<file path="src/rtl/coprosit_pkg.sv">
// Shared Coprosit coprocessor types: eXtension-interface result payload,
// PRAU result tag, memory completion metadata and result-source encoding.
package coprosit_pkg;

  localparam int unsigned X_ID_WIDTH = 4;
  localparam int unsigned XLEN       = 32;
  localparam int unsigned PRF_AW     = 5;

  typedef enum logic {SrcPrau, SrcMem} res_src_e;

  typedef struct packed {
    logic [X_ID_WIDTH-1:0] id;
    logic [PRF_AW-1:0]     addr;
    logic                  rd_is_pos;
  } prau_tag_t;

  typedef struct packed {
    logic [X_ID_WIDTH-1:0] id;
    logic [4:0]            rd;
    logic                  we;
    logic                  exc;
    logic [5:0]            exccode;
    logic                  dbg;
  } mem_metadata_t;

  typedef struct packed {
    logic [X_ID_WIDTH-1:0] id;
    logic [XLEN-1:0]       data;
    logic [4:0]            rd;
    logic                  we;
    logic [5:0]            ecsdata;
    logic [2:0]            ecswe;
    logic                  exc;
    logic [5:0]            exccode;
    logic                  err;
    logic                  dbg;
  } x_result_t;

endpackage

</file>
<file path="src/rtl/coprosit_rr_arb2.sv">
// Two-requester arbiter: req[0] = PRAU, req[1] = memory. Round-robin on ties
// when RR_EN is set, otherwise memory has fixed priority.
module coprosit_rr_arb2
  import coprosit_pkg::*;
#(
  parameter bit RR_EN = 1'b1
) (
  input  logic       clk,
  input  logic       rst,
  input  logic [1:0] req,
  input  logic       enable,
  output logic [1:0] grant
);

  res_src_e last_src, last_src_d;

  always_comb begin
    grant      = '0;
    last_src_d = last_src;
    if (enable && !rst) begin
      unique case (req)
        2'b01:   grant = 2'b01;
        2'b10:   grant = 2'b10;
        2'b11:   grant = (RR_EN && last_src == SrcMem) ? 2'b01 : 2'b10;
        default: grant = '0;
      endcase
    end
    if (grant[0]) last_src_d = SrcPrau;
    if (grant[1]) last_src_d = SrcMem;
  end

  always_ff @(posedge clk) begin
    if (rst) last_src <= SrcPrau;
    else     last_src <= last_src_d;
  end

endmodule

</file>
<file path="src/rtl/coprosit_result_arbiter.sv">
// Shares the X-interface result channel between PRAU and memory completions,
// registering the result payload and the posit register file write port.
module coprosit_result_arbiter
  import coprosit_pkg::*;
#(
  parameter bit RR_EN = 1'b1
) (
  input  logic          clk_i,
  input  logic          rst_i,
  input  logic          prau_valid_i,
  output logic          prau_ready_o,
  input  logic [31:0]   prau_data_i,
  input  prau_tag_t     prau_tag_i,
  input  logic          mem_valid_i,
  output logic          mem_ready_o,
  input  logic [31:0]   mem_rdata_i,
  input  mem_metadata_t mem_meta_i,
  output logic          x_result_valid_o,
  input  logic          x_result_ready_i,
  output x_result_t     x_result_o,
  output logic          prf_we_o,
  output logic [4:0]    prf_waddr_o,
  output logic [31:0]   prf_wdata_o,
  output logic          busy_o
);

  logic        can_accept;
  logic [1:0]  grant;
  x_result_t   res_d;
  logic        prf_we_d;
  logic [4:0]  prf_waddr_d;
  logic [31:0] prf_wdata_d;

  assign can_accept = !x_result_valid_o || x_result_ready_i;

  coprosit_rr_arb2 #(.RR_EN(RR_EN)) u_arb (
    .clk    (clk_i),
    .rst    (rst_i),
    .req    ({mem_valid_i, prau_valid_i}),
    .enable (can_accept),
    .grant  (grant)
  );

  assign prau_ready_o = grant[0];
  assign mem_ready_o  = grant[1];
  assign busy_o       = x_result_valid_o;

  always_comb begin
    res_d       = '0;
    prf_we_d    = 1'b0;
    prf_waddr_d = prf_waddr_o;
    prf_wdata_d = prf_wdata_o;
    if (grant[0]) begin
      res_d.id = prau_tag_i.id;
      res_d.rd = prau_tag_i.addr;
      // Posit destinations go to the PRF; the core sees a no-writeback result.
      if (prau_tag_i.rd_is_pos) begin
        prf_we_d    = 1'b1;
        prf_waddr_d = prau_tag_i.addr;
        prf_wdata_d = prau_data_i;
      end else begin
        res_d.we   = 1'b1;
        res_d.data = prau_data_i;
      end
    end else if (grant[1]) begin
      res_d.id      = mem_meta_i.id;
      res_d.rd      = mem_meta_i.rd;
      res_d.exc     = mem_meta_i.exc;
      res_d.exccode = mem_meta_i.exccode;
      res_d.dbg     = mem_meta_i.dbg;
      if (mem_meta_i.we && !mem_meta_i.exc) begin
        prf_we_d    = 1'b1;
        prf_waddr_d = mem_meta_i.rd;
        prf_wdata_d = mem_rdata_i;
      end
    end
  end

  always_ff @(posedge clk_i) begin
    if (rst_i) begin
      x_result_valid_o <= 1'b0;
      x_result_o       <= '0;
      prf_we_o         <= 1'b0;
      prf_waddr_o      <= '0;
      prf_wdata_o      <= '0;
    end else begin
      prf_we_o    <= prf_we_d;
      prf_waddr_o <= prf_waddr_d;
      prf_wdata_o <= prf_wdata_d;
      if (|grant) begin
        x_result_valid_o <= 1'b1;
        x_result_o       <= res_d;
      end else if (x_result_ready_i) begin
        x_result_valid_o <= 1'b0;
      end
    end
  end

endmodule

</file>
<file path="config.mk">
export PLATFORM = sky130hd
export DESIGN_NAME = coprosit_result_arbiter
export DESIGN_NICKNAME = d
export VERILOG_FILES = /design/src/rtl/coprosit_pkg.sv /design/src/rtl/coprosit_rr_arb2.sv /design/src/rtl/coprosit_result_arbiter.sv
export SDC_FILE = /design/constraint.sdc
export NUM_CORES = 1
export LEC_CHECK = 0
export CORE_MARGIN = 10
export CORE_UTILIZATION = 60
export CTS_CLUSTER_SIZE = 24
export DETAILED_ROUTE_END_ITERATION = 6
export DONT_BUFFER_PORTS = 1
export PLACE_DENSITY_LB_ADDON = 0.05
export SYNTH_ARGS = -nofsm -noshare
export SYNTH_HDL_FRONTEND = slang
export SYNTH_HIERARCHICAL = 1
export SYNTH_SLANG_ARGS = --single-unit
</file>
<file path="constraint.sdc">
create_clock -name clk_i -period 2.6 [get_ports clk_i]
set_clock_uncertainty 0.1 [all_clocks]
set_input_delay 0.26 -clock clk_i [delete_from_list [all_inputs] [get_ports clk_i]]
set_output_delay 0.26 -clock clk_i [all_outputs]
set_load 0.02 [all_outputs]
</file>
==> results.ini, run 1 <==
[run_status]
status=completed

[yosys]
synthArstFlopShare_pct=0
synthCells=416
netlist_area_um2=4250
ys_types=26
yosysSeqAreaShare_pct=42.4
syn_avg_cell_area_um2=10.2
synth-seq-cells=90
dominantRegCellSynth=dfxtp_1
synth_common_cells=dfxtp_1, nor2_1, inv_1, nor2b_1, a22oi_1
synth_edf_count=0
synth_top_cell_area_share_pct=42.4
synth.area.top_cells=dfxtp_1, a221oi_2, a211oi_2
yosysTopAreaCell=dfxtp_1
yosysWarnings=6
yosysMostFrequentCell=dfxtp_1

[floorplanning]
fp-row-count=30
fp.dieW_um=104
io_pins=199
fp.dieArea_um2=10900
core_um2=6830
start_util_pct=62.3
die_y_um=104

[drt]
post_drt_via_cell_ratio=5.91
routed_wl_um=12000
num_vias=3239
routedWlPerCell_um=22.0
final_antenna_net_count=0
post-route-drc-count=0
drtIter0Drc=215
dr.pass1.iters=7

[cells_and_area]
regArea_um2=1800
fin_util_pct=71.7
layout-drive-gt1-share_pct=22.9
syn_to_final_growth_pct=15.2
fin_cells=548
nNetsFinal=543
fill_cells=510
multi_input_area_um2=2030

[timing]
relSlewSlack_pct=57.3
fmax_mhz=448
fin_crit_sh_pct=85.8
worstMarginPinSlew_ps=639
post-route-min-period_ps=2230
tns_ps=0
maxSlewViolCount=0
hold_violations=0
finalSetupViolCount=0
rsz0062_at_grt=no

[worst_setup_path]
crit_required_ps=2790
path_cells=nand2b_1 > nand3b_1 > a21oi_4 > buf_4 > nor2b_2 > buf_4 > a22oi_1 > nor2_1
worstSetupPathType=flop to flop
cp_top_family=buffers and inverters
cp-end-kind=flop
critical_path.most_common_cell=buf_4
cpMaxStageDelayCell=buf_4
crit_path_max_fanout=33
cpPeakStageDelay_ps=370
arrival_ps=2430
critical_path_buf_inv_count=2
cp-start-kind=flop

[cts]
cts.htree.levels=3
post_cts_buffers=0
tritoncts=yes
cts_sinks=90
cts_buffers=9
cts_root_buf=clkbuf_8
path_clk_slew_ps=90
cts-resized-gates=0
clock_path_buffers=2
clk_latency_ps=350

[placement]
routabilityCongestion=0.804
dp.cells=479
dp_hpwl_um=7950
numPortBuffers=0

[worst_hold_path]
hp-class=input port to flop

[global_route]
grt-ovfl-total=0
grt_pass1_vias=3391
grt_pass1_wl_um=18900
antenna_found_initial=2
grt_max_degree=83
grtUsageTotal_pct=21.2

[power_and_ir_drop]
p_leak_nw=1.66
power.density_nw_per_um2=581
vdd_ir_drop_max_mv=0.371

[job]
maxCapViolCount=0

[stage by stage]
stage                     hold WS (ps)  worst slack, ps  instance area [um^2]  total power [mW]
after floorplan                    238              345                  4290              1.92
after global placement             242              498                  4190              1.93
after detailed placement           242              442                  4190              1.94
after CTS                         49.1              420                  4890              2.86
after global routing              46.0              218                  4900              2.97
final                             57.2              368                  4900              2.85
[worst paths after layout]
| path | slack, ps | startpoint | depth (start not counted) | endpoint |
|---|---|---|---|---|
| min reg2reg | 470 | prf_wdata_o[1] | 2 | prf_wdata_o[1] |
| min | 60 | prau_data_i[11] | 2 | prf_wdata_o[11] |
| max reg2reg | 370 | busy_o | 8 | x_result_o[51] |
| max | 370 | busy_o | 8 | x_result_o[51] |
[final cells by class]
type | count | area share, %
diodes | 2 | 0.102
clock buffers | 9 | 2.53
clock inverters | 6 | 0.920
inverters | 38 | 2.91
multi-input cells | 245 | 41.5
flip-flops and latches | 90 | 36.8
well taps | 96 | 2.45
repair buffers | 62 | 12.8
[registers in the layout (all words and copies together) (netlist names)]
signal	cells
prf_waddr_o	5
prf_we_o	1
prf_wdata_o	32
busy_o	1
x_result_o	50
u_arb/last_src	1
[cell usage in the layout, fill, tap and decap left out, types with 2 or more instances in the layout]
| cell type | instances |
|---|---|
| a211oi_1 | 7 |
| a211oi_2 | 30 |
| a21oi_1 | 3 |
| a221oi_1 | 7 |
| a221oi_2 | 30 |
| a22oi_1 | 32 |
| buf_4 | 9 |
| clkbuf_8 | 9 |
| clkinv_4 | 2 |
| clkinvlp_4 | 3 |
| conb_1 | 10 |
| dfxtp_1 | 90 |
| diode_2 | 2 |
| dlygate4sd3_1 | 51 |
| inv_1 | 38 |
| mux2_2 | 9 |
| mux2i_1 | 17 |
| nand3b_1 | 2 |
| nor2_1 | 51 |
| nor2b_1 | 37 |
[per-layer routing]
layer,vias to the layer above,GRT usage [%],wire length [um]
met5,-,0,0
met4,0,9.64,377
met3,25,12.3,1600
met2,171,33.9,5820
met1,1532,21.9,4230
li1,1511,-,-
[power breakdown]
| part | internal [mW] | switching (mW) | leakage [nW] | total, mW |
|---|---|---|---|---|
| Combinational | 0.190 | 0.223 | 0.852 | 0.414 |
| Clock | 0.343 | 0.504 | 0.0773 | 0.848 |
| Sequential | 1.45 | 0.138 | 0.733 | 1.59 |
[logic make-up after synthesis]
group           share of synthesized area (%)
flops                                    42.4
simple gates                             11.6
other cells                            0.0882
compound gates                           28.5
buf+inv                                  11.1
mux                                      6.38
[repair_timing]
item / in CTS / in global routing
hold endpoints to repair: 90 / 0
endpoints found under the setup margin: 0 / 0
hold buffers: 52 / 0
Note: power is estimated with default switching activity, not from simulation.
==> run 2: changes to the inputs <==
CELL_PAD_IN_SITES_DETAIL_PLACEMENT = 0   (was default)
CELL_PAD_IN_SITES_GLOBAL_PLACEMENT = 1   (was default)
CORE_UTILIZATION = 46   (was 60)
GPL_ROUTABILITY_DRIVEN = 0   (was default)
PLACE_DENSITY = 0.82   (was default)
PLACE_DENSITY_LB_ADDON = default   (was 0.05)
==> results.ini, run 2 (synthesis gave the netlist of run 1 again) <==
[run_status]
status=completed

[power_and_ir_drop]
clock_power_share_pct=32.8  ; +3.0 points
power.density_nw_per_um2=604  ; +3.9%
vdd_ir_drop_max_mv=0.283  ; -24%
p_leak_nw=1.68  ; +0.96%
switching_share_pct=27.5  ; -2.9 points
pwr-share-seq_pct=53.2  ; -2.5 points
internal_power_mw=2.16  ; +9.0%
finalPower_mw=2.98  ; +4.6%
p_sw_mw=0.819  ; -5.4%
power_frac_comb_pct=14.0  ; -0.5 points

[cts]
clock_path_buffers=2  ; unchanged
cts.htree.levels=3  ; unchanged
cts_sinks=90  ; unchanged
cts_root_buf=clkbuf_8
clk_latency_ps=340  ; about the same
tritoncts=yes
cts-resized-gates=0  ; unchanged
path_clk_slew_ps=80  ; about the same
cts_buffers=9  ; unchanged

[drt]
dr.pass1.iters=5  ; -2
num_vias=3225  ; -0.43%
routedWlPerCell_um=22.3  ; +1.5%
routed_wl_um=12500  ; +3.5%
post_drt_via_cell_ratio=5.77  ; -2.4%
drtIter0Drc=224  ; +4.2%
final_antenna_net_count=0  ; unchanged
post-route-drc-count=0  ; unchanged

[worst_setup_path]
cp-end-kind=flop
cp-start-kind=flop
crit_required_ps=2770  ; -20 ps
worstSetupPathType=flop to flop
crit_path_max_fanout=19  ; -42%
ff2ff_path_depth=7  ; -1
arrival_ps=2340  ; -90 ps

[cells_and_area]
mostFrequentLayoutCell=dfxtp_1
final_cell_mix=dfxtp_1, nor2_1, dlygate4sd3_1, inv_1, nor2b_1
nNetsFinal=542  ; -0.18%
fin_cells=559  ; +2.0%
layout-drive-gt1-share_pct=22.8  ; -0.070 points
fill_cells=818  ; +60%
top_register=x_result_o
largest_reg_flops=50  ; unchanged
reg_top3=x_result_o (50), prf_wdata_o (32), prf_waddr_o (5)
syn_to_final_growth_pct=16.0

[placement]
dp_hpwl_um=8430  ; +5.9%
dp.cells=495  ; +3.3%
place_ws_ps=457  ; +15.8 ps
numPortBuffers=0  ; unchanged

[global_route]
grt_pass1_vias=3321  ; -2.1%
grt_max_degree=83  ; unchanged
antenna_found_initial=1  ; -1
grt-ovfl-total=0  ; unchanged
grt_pass1_wl_um=19200  ; +1.5%
grtUsageTotal_pct=17.9  ; -3.3 points

[timing]
maxSlewViolCount=0  ; unchanged
relSlewSlack_pct=44.0  ; -13 points
hold_violations=0  ; unchanged
fmax_mhz=461  ; +2.8%
post-route-min-period_ps=2170  ; -61.3 ps
finalSetupViolCount=0  ; unchanged
setup_slack_ps=429  ; +61.3 ps
fin_crit_sh_pct=83.5  ; -2.4 points
worstMarginPinSlew_ps=839  ; +200 ps
tns_ps=0  ; unchanged
timing.hold.ws_ps=27.8  ; -29.3 ps
rsz0062_at_grt=no

[worst_hold_path]
hp-class=input port to flop
whs_path_depth=2  ; unchanged

[floorplanning]
io_pins=199  ; unchanged
fp-row-count=35  ; +17%
fp.dieArea_um2=13500  ; +24%
fp.dieW_um=116  ; +11%
core_um2=9110  ; +33%
die_y_um=116  ; +11%
start_util_pct=46.7  ; -16 points

[job]
maxCapViolCount=0  ; unchanged

[run 2: path summary, 6_finish.rpt]
kind / to / start / slack (ps)
worst max-delay path: x_result_o[33] / busy_o / 430
worst min-delay path: x_result_o[33] / prau_data_i[9] / 30
worst max register to register: x_result_o[33] / busy_o / 430
worst min register to register: prf_wdata_o[13] / prf_wdata_o[13] / 470
[run 2: through the flow]
stage          util [%]  cell area, um^2
2_1_floorplan         -             4290
3_3_place_gp       46.3             4220
3_5_place_dp       46.3             4220
4_1_cts            54.1             4930
5_1_grt            54.2             4930
6_report           54.2             4930
[run 2: power by group through the flow]
stage | sequential, mW | combinational [mW] | clock (mW)
finish | 1.58 | 0.418 | 0.976
global route | 1.59 | 0.460 | 1.07
CTS | 1.59 | 0.418 | 1.01
detailed placement | 1.62 | 0.326 | 0
global placement | 1.62 | 0.317 | 0
floorplan | 1.60 | 0.322 | 0
[run 2: final cells by class]
cell class              instances  area, um^2  area share [%]
diodes                          1        2.50          0.0507
clock buffers                   9         124            2.51
clock inverters                 4        70.1            1.42
inverters                      38         143            2.89
multi-input cells             245        2050            41.6
flip-flops and latches         90        1800            36.5
well taps                     111         139            2.82
repair buffers                 61         601            12.2
[run 2: timing repair]
item,in CTS,in global routing
buffers inserted,0,0
endpoints found under the setup margin,0,0
hold buffers,50,0
hold endpoints to repair,90,0
[run 2: per-layer routing]
layer  track usage, %  vias to the layer above  wire length, um
li1                 -                     1510                -
met1             20.3                     1530             4590
met2             29.5                      178             5980
met3             9.40                        7             1810
met4             3.59                        0               76
met5                0                        -                0
[run 2: critical path, cell delays in order, from the launching register on]
cell,delay [ps]
dfxtp_1,340
nand2b_1,130
nand3b_1,170
a21oi_4,70
nor2_2,660
buf_4,390
a22oi_1,110
nor2_1,110
